### src/rtl/vga_pattern_pkg.sv
// Shared definitions for the VGA test-pattern generator: pattern modes,
// border direction encoding and default active-area geometry.
package vga_pattern_pkg;

  localparam int H_ACTIVE_DEF = 640;
  localparam int V_ACTIVE_DEF = 480;

  typedef enum logic [1:0] {
    MODE_XOR     = 2'd0,
    MODE_BARS    = 2'd1,
    MODE_CHECKER = 2'd2,
    MODE_SOLID   = 2'd3
  } mode_t;

  typedef enum logic {
    GROW   = 1'b0,
    SHRINK = 1'b1
  } dir_t;

endpackage

### src/rtl/vga_anim_ctrl.sv
// Frame-locked animation control: vSync falling-edge tick, breathing-border
// FSM, XOR/checker shift counter and the per-frame mode latch.
module vga_anim_ctrl
  import vga_pattern_pkg::*;
#(
  parameter int BORDER_MIN      = 5,
  parameter int BORDER_MAX      = 200,
  parameter int FRAMES_PER_STEP = 1,
  parameter int SHIFT_MAX       = 7,
  parameter int SHIFT_FRAMES    = 60,
  parameter int SHIFT_W         = (SHIFT_MAX > 1) ? $clog2(SHIFT_MAX + 1) : 1
) (
  input  logic               i_CLK,
  input  logic               i_RST,
  input  logic               i_vSync,
  input  logic [1:0]         i_mode,
  input  logic               i_pause,
  output logic [9:0]         o_border,
  output logic [SHIFT_W-1:0] o_shift,
  output mode_t              o_mode,
  output logic               o_frame_tick
);

  localparam int STEP_W = (FRAMES_PER_STEP > 1) ? $clog2(FRAMES_PER_STEP) : 1;
  localparam int SCNT_W = (SHIFT_FRAMES > 1) ? $clog2(SHIFT_FRAMES) : 1;
  localparam logic [STEP_W-1:0]  STEP_LAST  = STEP_W'(FRAMES_PER_STEP - 1);
  localparam logic [SCNT_W-1:0]  SCNT_LAST  = SCNT_W'(SHIFT_FRAMES - 1);
  localparam logic [SHIFT_W-1:0] SHIFT_LAST = SHIFT_W'(SHIFT_MAX);
  localparam logic [9:0]         B_MIN      = 10'(BORDER_MIN);
  localparam logic [9:0]         B_MAX      = 10'(BORDER_MAX);

  logic               r_vs_cur, r_vs_prev;
  dir_t               r_dir, w_dir_n;
  logic [9:0]         r_border, w_border_n;
  logic [STEP_W-1:0]  r_step_cnt, w_step_n;
  logic [SHIFT_W-1:0] r_shift, w_shift_n;
  logic [SCNT_W-1:0]  r_shift_cnt, w_scnt_n;
  mode_t              r_mode, w_mode_n;
  logic               w_tick;

  assign w_tick = r_vs_prev & ~r_vs_cur;

  always_ff @(posedge i_CLK) begin
    if (i_RST) begin
      r_vs_cur    <= 1'b1;
      r_vs_prev   <= 1'b1;
      r_dir       <= GROW;
      r_border    <= B_MIN;
      r_step_cnt  <= '0;
      r_shift     <= '0;
      r_shift_cnt <= '0;
      r_mode      <= MODE_XOR;
    end else begin
      r_vs_cur    <= i_vSync;
      r_vs_prev   <= r_vs_cur;
      r_dir       <= w_dir_n;
      r_border    <= w_border_n;
      r_step_cnt  <= w_step_n;
      r_shift     <= w_shift_n;
      r_shift_cnt <= w_scnt_n;
      r_mode      <= w_mode_n;
    end
  end

  // The mode follows every tick; everything else freezes while paused.
  always_comb begin
    w_dir_n    = r_dir;
    w_border_n = r_border;
    w_step_n   = r_step_cnt;
    w_shift_n  = r_shift;
    w_scnt_n   = r_shift_cnt;
    w_mode_n   = r_mode;
    if (w_tick) begin
      w_mode_n = mode_t'(i_mode);
      if (!i_pause) begin
        if (r_step_cnt == STEP_LAST) begin
          w_step_n = '0;
          case (r_dir)
            GROW: begin
              if (r_border == B_MAX) begin
                w_dir_n    = SHRINK;
                w_border_n = B_MAX - 10'd1;
              end else begin
                w_border_n = r_border + 10'd1;
              end
            end
            SHRINK: begin
              if (r_border == B_MIN) begin
                w_dir_n    = GROW;
                w_border_n = B_MIN + 10'd1;
              end else begin
                w_border_n = r_border - 10'd1;
              end
            end
            default: ;
          endcase
        end else begin
          w_step_n = r_step_cnt + STEP_W'(1);
        end
        if (r_shift_cnt == SCNT_LAST) begin
          w_scnt_n  = '0;
          w_shift_n = (r_shift == SHIFT_LAST) ? '0 : r_shift + SHIFT_W'(1);
        end else begin
          w_scnt_n = r_shift_cnt + SCNT_W'(1);
        end
      end
    end
  end

  always_comb begin
    o_border     = r_border;
    o_shift      = r_shift;
    o_mode       = r_mode;
    o_frame_tick = w_tick;
  end

endmodule

### src/rtl/vga_pattern_gen.sv
// Multi-mode VGA test-pattern generator: two-stage pixel pipeline (blank and
// pattern, then output select) with syncs delayed by the same two cycles.
module vga_pattern_gen
  import vga_pattern_pkg::*;
#(
  parameter int COLOR_BITS      = 3,
  parameter int H_ACTIVE        = H_ACTIVE_DEF,
  parameter int V_ACTIVE        = V_ACTIVE_DEF,
  parameter int BORDER_MIN      = 5,
  parameter int BORDER_MAX      = 200,
  parameter int FRAMES_PER_STEP = 1,
  parameter int SHIFT_MAX       = 7,
  parameter int SHIFT_FRAMES    = 60
) (
  input  logic                  i_CLK,
  input  logic                  i_RST,
  input  logic                  i_hSync,
  input  logic                  i_vSync,
  input  logic [9:0]            i_x_pos,
  input  logic [9:0]            i_y_pos,
  input  logic [1:0]            i_mode,
  input  logic                  i_pause,
  output logic [COLOR_BITS-1:0] o_red,
  output logic [COLOR_BITS-1:0] o_green,
  output logic [COLOR_BITS-1:0] o_blue,
  output logic                  o_hSync,
  output logic                  o_vSync,
  output logic                  o_frame_tick
);

  localparam int SHIFT_W = (SHIFT_MAX > 1) ? $clog2(SHIFT_MAX + 1) : 1;
  localparam logic [10:0]           H11  = 11'(H_ACTIVE);
  localparam logic [10:0]           V11  = 11'(V_ACTIVE);
  localparam logic [COLOR_BITS-1:0] ALL1 = '1;

  logic [9:0]            w_border;
  logic [SHIFT_W-1:0]    w_shift;
  mode_t                 w_mode;
  logic [10:0]           w_x11, w_y11, w_b11;
  logic                  w_blank;
  logic [9:0]            w_xy;
  logic [2:0]            w_bar;
  logic [3:0]            w_xor_idx, w_chk_idx;
  logic [COLOR_BITS-1:0] w_pat_r, w_pat_g, w_pat_b;
  logic                  r_blank;
  logic [COLOR_BITS-1:0] r_pat_r, r_pat_g, r_pat_b;
  logic [COLOR_BITS-1:0] r_red, r_green, r_blue;
  logic                  r_hs1, r_hs2, r_vs1, r_vs2;

  vga_anim_ctrl #(
    .BORDER_MIN      (BORDER_MIN),
    .BORDER_MAX      (BORDER_MAX),
    .FRAMES_PER_STEP (FRAMES_PER_STEP),
    .SHIFT_MAX       (SHIFT_MAX),
    .SHIFT_FRAMES    (SHIFT_FRAMES),
    .SHIFT_W         (SHIFT_W)
  ) u_anim (
    .i_CLK        (i_CLK),
    .i_RST        (i_RST),
    .i_vSync      (i_vSync),
    .i_mode       (i_mode),
    .i_pause      (i_pause),
    .o_border     (w_border),
    .o_shift      (w_shift),
    .o_mode       (w_mode),
    .o_frame_tick (o_frame_tick)
  );

  // 11-bit arithmetic keeps H_ACTIVE-border and friends from wrapping.
  assign w_x11   = {1'b0, i_x_pos};
  assign w_y11   = {1'b0, i_y_pos};
  assign w_b11   = {1'b0, w_border};
  assign w_blank = (w_x11 >= H11) | (w_y11 >= V11) | (w_x11 < w_b11) |
                   (w_x11 >= H11 - w_b11) | (w_y11 < w_b11) |
                   (w_y11 >= V11 - w_b11);

  assign w_xy      = i_x_pos ^ i_y_pos;
  assign w_bar     = i_x_pos[9:7];
  assign w_xor_idx = 4'(w_shift);
  assign w_chk_idx = 4'(w_shift) + 4'd2;

  always_comb begin
    w_pat_r = '0;
    w_pat_g = '0;
    w_pat_b = '0;
    case (w_mode)
      MODE_XOR: w_pat_g = w_xy[w_xor_idx] ? '0 : ALL1;
      MODE_BARS: begin
        w_pat_r = {COLOR_BITS{w_bar[2]}};
        w_pat_g = {COLOR_BITS{w_bar[1]}};
        w_pat_b = {COLOR_BITS{w_bar[0]}};
      end
      MODE_CHECKER: begin
        if (i_x_pos[w_chk_idx] ^ i_y_pos[w_chk_idx]) begin
          w_pat_r = ALL1;
          w_pat_g = ALL1;
          w_pat_b = ALL1;
        end
      end
      MODE_SOLID: begin
        w_pat_r = ALL1;
        w_pat_g = ALL1;
        w_pat_b = ALL1;
      end
      default: ;
    endcase
  end

  always_ff @(posedge i_CLK) begin
    if (i_RST) begin
      r_blank <= 1'b1;
      r_pat_r <= '0;
      r_pat_g <= '0;
      r_pat_b <= '0;
      r_red   <= '0;
      r_green <= '0;
      r_blue  <= '0;
      r_hs1   <= 1'b1;
      r_hs2   <= 1'b1;
      r_vs1   <= 1'b1;
      r_vs2   <= 1'b1;
    end else begin
      r_blank <= w_blank;
      r_pat_r <= w_pat_r;
      r_pat_g <= w_pat_g;
      r_pat_b <= w_pat_b;
      r_red   <= r_blank ? '0 : r_pat_r;
      r_green <= r_blank ? '0 : r_pat_g;
      r_blue  <= r_blank ? '0 : r_pat_b;
      r_hs1   <= i_hSync;
      r_hs2   <= r_hs1;
      r_vs1   <= i_vSync;
      r_vs2   <= r_vs1;
    end
  end

  assign o_red   = r_red;
  assign o_green = r_green;
  assign o_blue  = r_blue;
  assign o_hSync = r_hs2;
  assign o_vSync = r_vs2;

endmodule
### config.mk
export PLATFORM = sky130hd
export DESIGN_NAME = vga_pattern_gen
export DESIGN_NICKNAME = d
export VERILOG_FILES = /design/src/rtl/vga_pattern_pkg.sv /design/src/rtl/vga_anim_ctrl.sv /design/src/rtl/vga_pattern_gen.sv
export SDC_FILE = /design/constraint.sdc
export NUM_CORES = 1
export LEC_CHECK = 0
export BUFFER_PORTS_ARGS = -buffer_cell sky130_fd_sc_hd__buf_4
export CAP_MARGIN = 20
export CORE_ASPECT_RATIO = 0.6
export CORE_MARGIN = 2
export CORE_UTILIZATION = 35
export CTS_BUF_LIST = sky130_fd_sc_hd__clkbuf_16
export CTS_CLUSTER_DIAMETER = 60
export CTS_CLUSTER_SIZE = 25
export DETAILED_ROUTE_END_ITERATION = 8
export GPL_ROUTABILITY_DRIVEN = 0
export PLACE_DENSITY = 0.64
export REMOVE_ABC_BUFFERS = 1
export SYNTH_ARGS = -nofsm -noshare
export SYNTH_HDL_FRONTEND = slang
export SYNTH_HIERARCHICAL = 1
export SYNTH_SLANG_ARGS = --single-unit
### constraint.sdc
create_clock -name i_CLK -period 3.1 [get_ports i_CLK]
set_clock_uncertainty 0.15 [all_clocks]
set_input_delay 0.31 -clock i_CLK [delete_from_list [all_inputs] [get_ports i_CLK]]
set_output_delay 0.31 -clock i_CLK [all_outputs]
set_load 0.05 [all_outputs]
==> impl_metrics.py, run 1 <==
metrics = {
    "die": {
        "dieArea_um2": 10200,
        "die_y_um": 79.0,
        "start_util_pct": 35.9,
        "io_pins": 39,
        "core_area_um2": 9120,
        "fp-row-count": 27,
        "dieWidth_um": 129,
    },
    "synthesis": {
        "synth_area_leaders": "dfxtp_1 21%, ha_1 18%, mux4_1 4.8%",
        "async_flop_share_pct": 0,
        "ys_ff_latch": 35,
        "netlist-cell-type-count": 53,
        "synth_most_common_cell": "ha_1",
        "synth_top_cell_by_area": "dfxtp_1",
        "ys.flop_type": "dfxtp_1",
        "synth_top_area_share_pct": 21.4,
        "netlist_instances": 382,
        "synth_area_um2": 3280,
        "synth_seq_area_share_pct": 21.4,
        "avgSynthCellArea_um2": 8.58,
        "synth-edff-count": 0,
        "yosysWarnings": 6,
        "ys_top_cells_by_count": "47 x ha_1, 35 x dfxtp_1, 26 x nand2_1",
    },
    "clocking": {
        "clk_latency_ns": 0.28,
        "cts_resized": 0,
        "clock_path_buffers": 2,
        "htreeDepth": 2,
        "cts-root-buf": "clkbuf_16",
        "hold_buffers": 0,
        "cts_buffers": 5,
        "cts_tree": "done",
        "post_cts_buffers": 0,
        "cts_sinks": 35,
        "cts.reportedPaths.clkPinSlew_ns": 0.05,
    },
    "cells_and_area": {
        "num-fill-cells": 901,
        "drive_gt1_share_pct": 17.8,
        "final_nets": 489,
        "diodes": 0,
        "area.growth.synth_to_final_pct": 15.5,
        "instances_no_fill": 532,
    },
    "setup_path": {
        "reg2regPathDepth": 11,
        "ff2ff_setup_slack_ns": 0.29,
        "worstPathRequired_ns": 3.10,
        "path_class": "reg -> reg",
        "crit_slowest_cell": "dfxtp_1",
        "cp-end-kind": "flip-flop",
        "cp_max_fo": 8,
        "critPathMaxStageDelay_ns": 0.47,
        "path_cells": "inv_1, ha_1, nand2_1, nand2_1, ha_1, a21o_1, a21oi_1, o21ai_0, a2111oi_0, or4_1, nand3_1",
        "start_kind": "flip-flop",
        "crit_arrival_ns": 2.81,
    },
    "pwr": {
        "power_leakage_nw": 1.53,
        "peakVddDrop_mv": 0.206,
        "power_density_nw_per_um2": 317,
    },
    "route": {
        "vias": 2945,
        "via_per_inst": 5.54,
        "first_pass_iters": 5,
        "drt_iter0_drc": 233,
        "wl_per_cell_um": 16.6,
        "postRouteAntennaNets": 0,
        "drcViolationCount": 0,
        "routed_wl_mm": 8.85,
    },
    "timing": {
        "drv_slew": 0,
        "timing.fmax_mhz": 356,
        "slew_headroom_pct": 49.9,
        "post-route-period-util_pct": 90.5,
        "setup_viol_count_final": 0,
        "postLayoutSetupSlackWorst_ns": 0.295,
        "hold_viol": 0,
        "period_needed_ns": 2.81,
        "grt_setup_unrepaired": "no",
        "worst_slew_pin_slew_ns": 0.746,
        "tns_ns": 0,
    },
    "place": {
        "dpl.cell_count": 524,
        "dpl_worst_slack_ns": 0.369,
        "portBuffers": 38,
        "dp_hpwl_mm": 6.96,
    },
    "run_status": {
        "status": "complete, no violations",
    },
    "min_path": {
        "min_path_cells": 2,
        "hold_path.class": "in -> reg",
    },
    "global_route": {
        "antenna_found_initial": 0,
        "grt_max_degree": 31,
        "grt_pass1_wl_mm": 14.5,
        "grtUsageTotal_pct": 18.2,
        "grt-ovfl-total": 0,
        "first_global_vias": 2750,
    },
    "flow_run": {
        "max_cap_viol_count": 0,
    },
}
[final timing paths]
kind,start,endpoint
max,u_anim/o_border[1],r_blank
min,i_hSync,r_hs1
max reg2reg,u_anim/o_border[1],r_blank
min reg2reg,r_vs1,o_vSync
[report_power, final]
part | total (mW) | internal [mW] | switching [mW]
sequential | 0.474 | 0.462 | 0.0121
clock | 0.478 | 0.293 | 0.185
combinational | 0.249 | 0.110 | 0.139
[state kept, by name, indices dropped and copies added (netlist names), 2 cells and up]
name / cells
u_anim/o_shift: 3
u_anim/o_border: 10
u_anim/r_shift_cnt: 6
u_anim/o_mode: 2
[per-stage QoR]
step           hold WS [ns]  total power [mW]  utilization [%]  instance area, um2
2_1_floorplan         0.229             0.625                -                3150
3_3_place_gp          0.244             0.722             40.0                3640
3_5_place_dp          0.247             0.728             40.0                3640
4_1_cts              0.0717              1.21             41.5                3790
5_1_grt              0.0640              1.27             41.5                3790
6_report             0.0757              1.20             41.5                3790
[layout by cell type (no fill, tap or decap), types with 3 or more instances in the layout]
cell / instances
a21o_1: 5
nand2_1: 26
clkbuf_16: 5
inv_1: 22
a22oi_1: 3
nand3_1: 13
nand2b_1: 9
or2_2: 7
o21ai_0: 20
and2_1: 4
xnor2_1: 17
nor4_1: 5
or4_1: 3
nor2b_1: 9
ha_1: 47
a21oi_1: 24
dfxtp_1: 35
nor2_1: 25
a211oi_1: 4
nor3b_1: 4
o211ai_1: 4
xor2_1: 8
buf_4: 46
o21a_1: 3
mux4_1: 6
nand4_1: 10
mux2_2: 4
nor3_1: 7
mux2i_1: 6
a31oi_1: 5
[worst max-delay path: cells and delay by family, from the launching register on]
family | cells | cell delay, ns
compound gates | 4 | 0.80
buf+inv | 1 | 0.13
fa+ha+maj | 2 | 0.58
simple gates | 4 | 0.56
flops | 1 | 0.47
[layer usage]
metal,vias up,track usage [%],wire length (um)
met2,103,25.2,3350
li1,1459,-,-
met1,1377,28.0,4760
met5,-,0,0
met3,6,5.26,681
met4,0,2.72,52
[area by class of cell]
type | instances | area [um2] | share of cell area (%)
multi-input combinational | 306 | 2370 | 62.7
clock inverter | 3 | 16.3 | 0.430
clock buffer | 5 | 125 | 3.30
sequential | 35 | 701 | 18.5
tap | 116 | 145 | 3.83
timing repair buffer | 46 | 345 | 9.12
inverter | 21 | 78.8 | 2.08
[kinds of logic after synthesis]
family | count (synthesis) | synth area share, %
AOI/OAI and AO/OA | 81 | 15.5
xor gates and xnor gates | 25 | 6.68
adders and majority gates | 47 | 17.9
buffers and inverters | 41 | 6.34
DFF | 35 | 21.4
muxes | 17 | 8.36
and+or+nand+nor | 136 | 23.8
Power figures use the tool's default switching activity.
==> run 2, diff against run 1 <==
- clock period: 3.1 -> 2.9 ns (I/O delays scaled with it)
==> impl_metrics.py, run 2 (same netlist as run 1, synthesis figures left out) <==
metrics = {
    "global_route": {
        "grt-ovfl-total": 0,
        "grtUsageTotal_pct": 18.3,
        "antenna_found_initial": 0,
        "grt_pass1_wl_mm": 14.4,
        "first_global_vias": 2771,
        "grt_max_degree": 31,
    },
    "cells_and_area": {
        "largest_reg_flops": 10,
        "final_cell_mix": "49 x buf_4, 47 x ha_1, 35 x dfxtp_1",
        "mostFrequentLayoutCell": "buf_4",
        "diodes": 0,
        "area.growth.synth_to_final_pct": 16.2,
        "final_nets": 492,
        "fin_util_pct": 41.8,
        "num-fill-cells": 918,
        "drive_gt1_share_pct": 18.4,
        "instances_no_fill": 535,
    },
    "setup_path": {
        "critPathMaxStageDelay_ns": 0.40,
        "critPathBufInv": 1,
        "crit_slowest_cell": "a2111oi_0",
        "start_kind": "flip-flop",
        "worstPathRequired_ns": 2.91,
        "crit_arrival_ns": 2.76,
        "cp-end-kind": "flip-flop",
        "path_cells": "nor3_1, buf_4, nand2_1, o21ai_0, nand2_1, ha_1, a21oi_1, nor2b_1, a2111oi_0, o21ai_0, o221ai_1, nand3_1",
        "path_class": "reg -> reg",
        "cpLargestDelayFamily": "compound AO/OA/AOI/OAI gates",
        "cp_max_fo": 8,
    },
    "timing": {
        "setup_viol_count_final": 0,
        "post-route-period-util_pct": 94.9,
        "slew_headroom_pct": 50.6,
        "hold_viol": 0,
        "period_needed_ns": 2.75,
        "postLayoutSetupSlackWorst_ns": 0.147,
        "timing.fmax_mhz": 363,
        "drv_slew": 0,
        "grt_setup_unrepaired": "no",
        "worst_slew_pin_slew_ns": 0.738,
        "tns_ns": 0,
    },
    "die": {
        "fp-row-count": 27,
        "die_y_um": 79.0,
        "start_util_pct": 35.9,
        "io_pins": 39,
        "dieWidth_um": 129,
        "dieArea_um2": 10200,
        "core_area_um2": 9120,
    },
    "route": {
        "via_per_inst": 5.52,
        "drt_iter0_drc": 220,
        "drcViolationCount": 0,
        "met3_length_um": 895,
        "vias": 2951,
        "routed_wl_mm": 8.77,
        "top_layer_used": "met4",
        "met2WireLength_mm": 3.18,
        "wl_per_cell_um": 16.4,
        "postRouteAntennaNets": 0,
        "first_pass_iters": 4,
        "wl_met1_mm": 4.65,
    },
    "clocking": {
        "cts_sinks": 35,
        "hold_buffers": 0,
        "cts.reportedPaths.clkPinSlew_ns": 0.06,
        "cts_buffers": 5,
        "htreeDepth": 2,
        "clock_path_buffers": 2,
        "cts-root-buf": "clkbuf_16",
        "clk_latency_ns": 0.28,
        "cts_resized": 0,
        "post_cts_buffers": 0,
        "cts_tree": "done",
    },
    "pwr": {
        "cell_internal_pwr_uw": 925,
        "power_leakage_nw": 1.55,
        "p_seq_share_pct": 39.3,
        "switchingPower_uw": 364,
        "power_density_nw_per_um2": 338,
        "switching_share_pct": 28.2,
        "clkPwrFrac_pct": 40.0,
        "peakVddDrop_mv": 0.180,
        "finalPower_mw": 1.29,
        "power_frac_comb_pct": 20.7,
    },
    "place": {
        "dpl_worst_slack_ns": 0.174,
        "dp_hpwl_mm": 6.94,
        "dpl.cell_count": 527,
        "portBuffers": 38,
    },
    "min_path": {
        "hold_path.class": "in -> reg",
    },
    "flow_run": {
        "max_cap_viol_count": 0,
    },
    "run_status": {
        "status": "complete, no violations",
    },
}
==> run 2: changes by cell type in the layout (fill, tap and decap cells not counted) <==
cell / previous run / this run
buf_4: 46 / 49
==> run 2: path summary, 6_finish.rpt <==
path / startpoint / endpoint / slack [ns] / cells past startpoint
max: u_anim/o_border[3] / r_blank / 0.15 / 12
min: i_hSync / r_hs1 / 0.05 / 2
max reg2reg: u_anim/o_border[3] / r_blank / 0.15 / 12
min reg2reg: r_vs1 / o_vSync / 0.26 / 1
==> run 2: power by group through the flow <==
stage	clock network (mW)	logic, mW	registers, mW
after floorplan	0	0.145	0.523
after global placement	0	0.258	0.516
after detailed placement	0	0.262	0.517
after CTS	0.531	0.264	0.506
after global routing	0.554	0.300	0.508
final	0.515	0.267	0.506
==> run 2: layout make-up <==
type,instances,area (um2),area share (%)
multi-input cells,306,2370,62.4
flip-flops and latches,35,701,18.4
repair buffers,49,368,9.66
well taps,116,145,3.81
clock buffers,5,125,3.29
inverters,21,78.8,2.07
clock inverters,3,16.3,0.427
==> run 2: metrics by stage <==
stage	instance area, um2	hold WS [ns]
after global routing	3810	0.0405
after CTS	3810	0.0404
after global placement	3670	0.246
final	3810	0.0464
after floorplan	3150	0.209
after detailed placement	3670	0.244
==> run 2: layer usage <==
layer	vias up	global-route usage [%]
met2	119	24.6
met3	8	6.00
met4	0	2.72
met5	-	0
met1	1364	28.1
li1	1460	-
==> run 2: worst register-to-register path, cell delays in order (launching register included) <==
cell and delay, ns:
dfxtp_1 0.38, nor3_1 0.23, buf_4 0.17, nand2_1 0.10, o21ai_0 0.17, nand2_1 0.09
ha_1 0.30, a21oi_1 0.16, nor2b_1 0.06, a2111oi_0 0.40, o21ai_0 0.16, o221ai_1 0.17
nand3_1 0.09
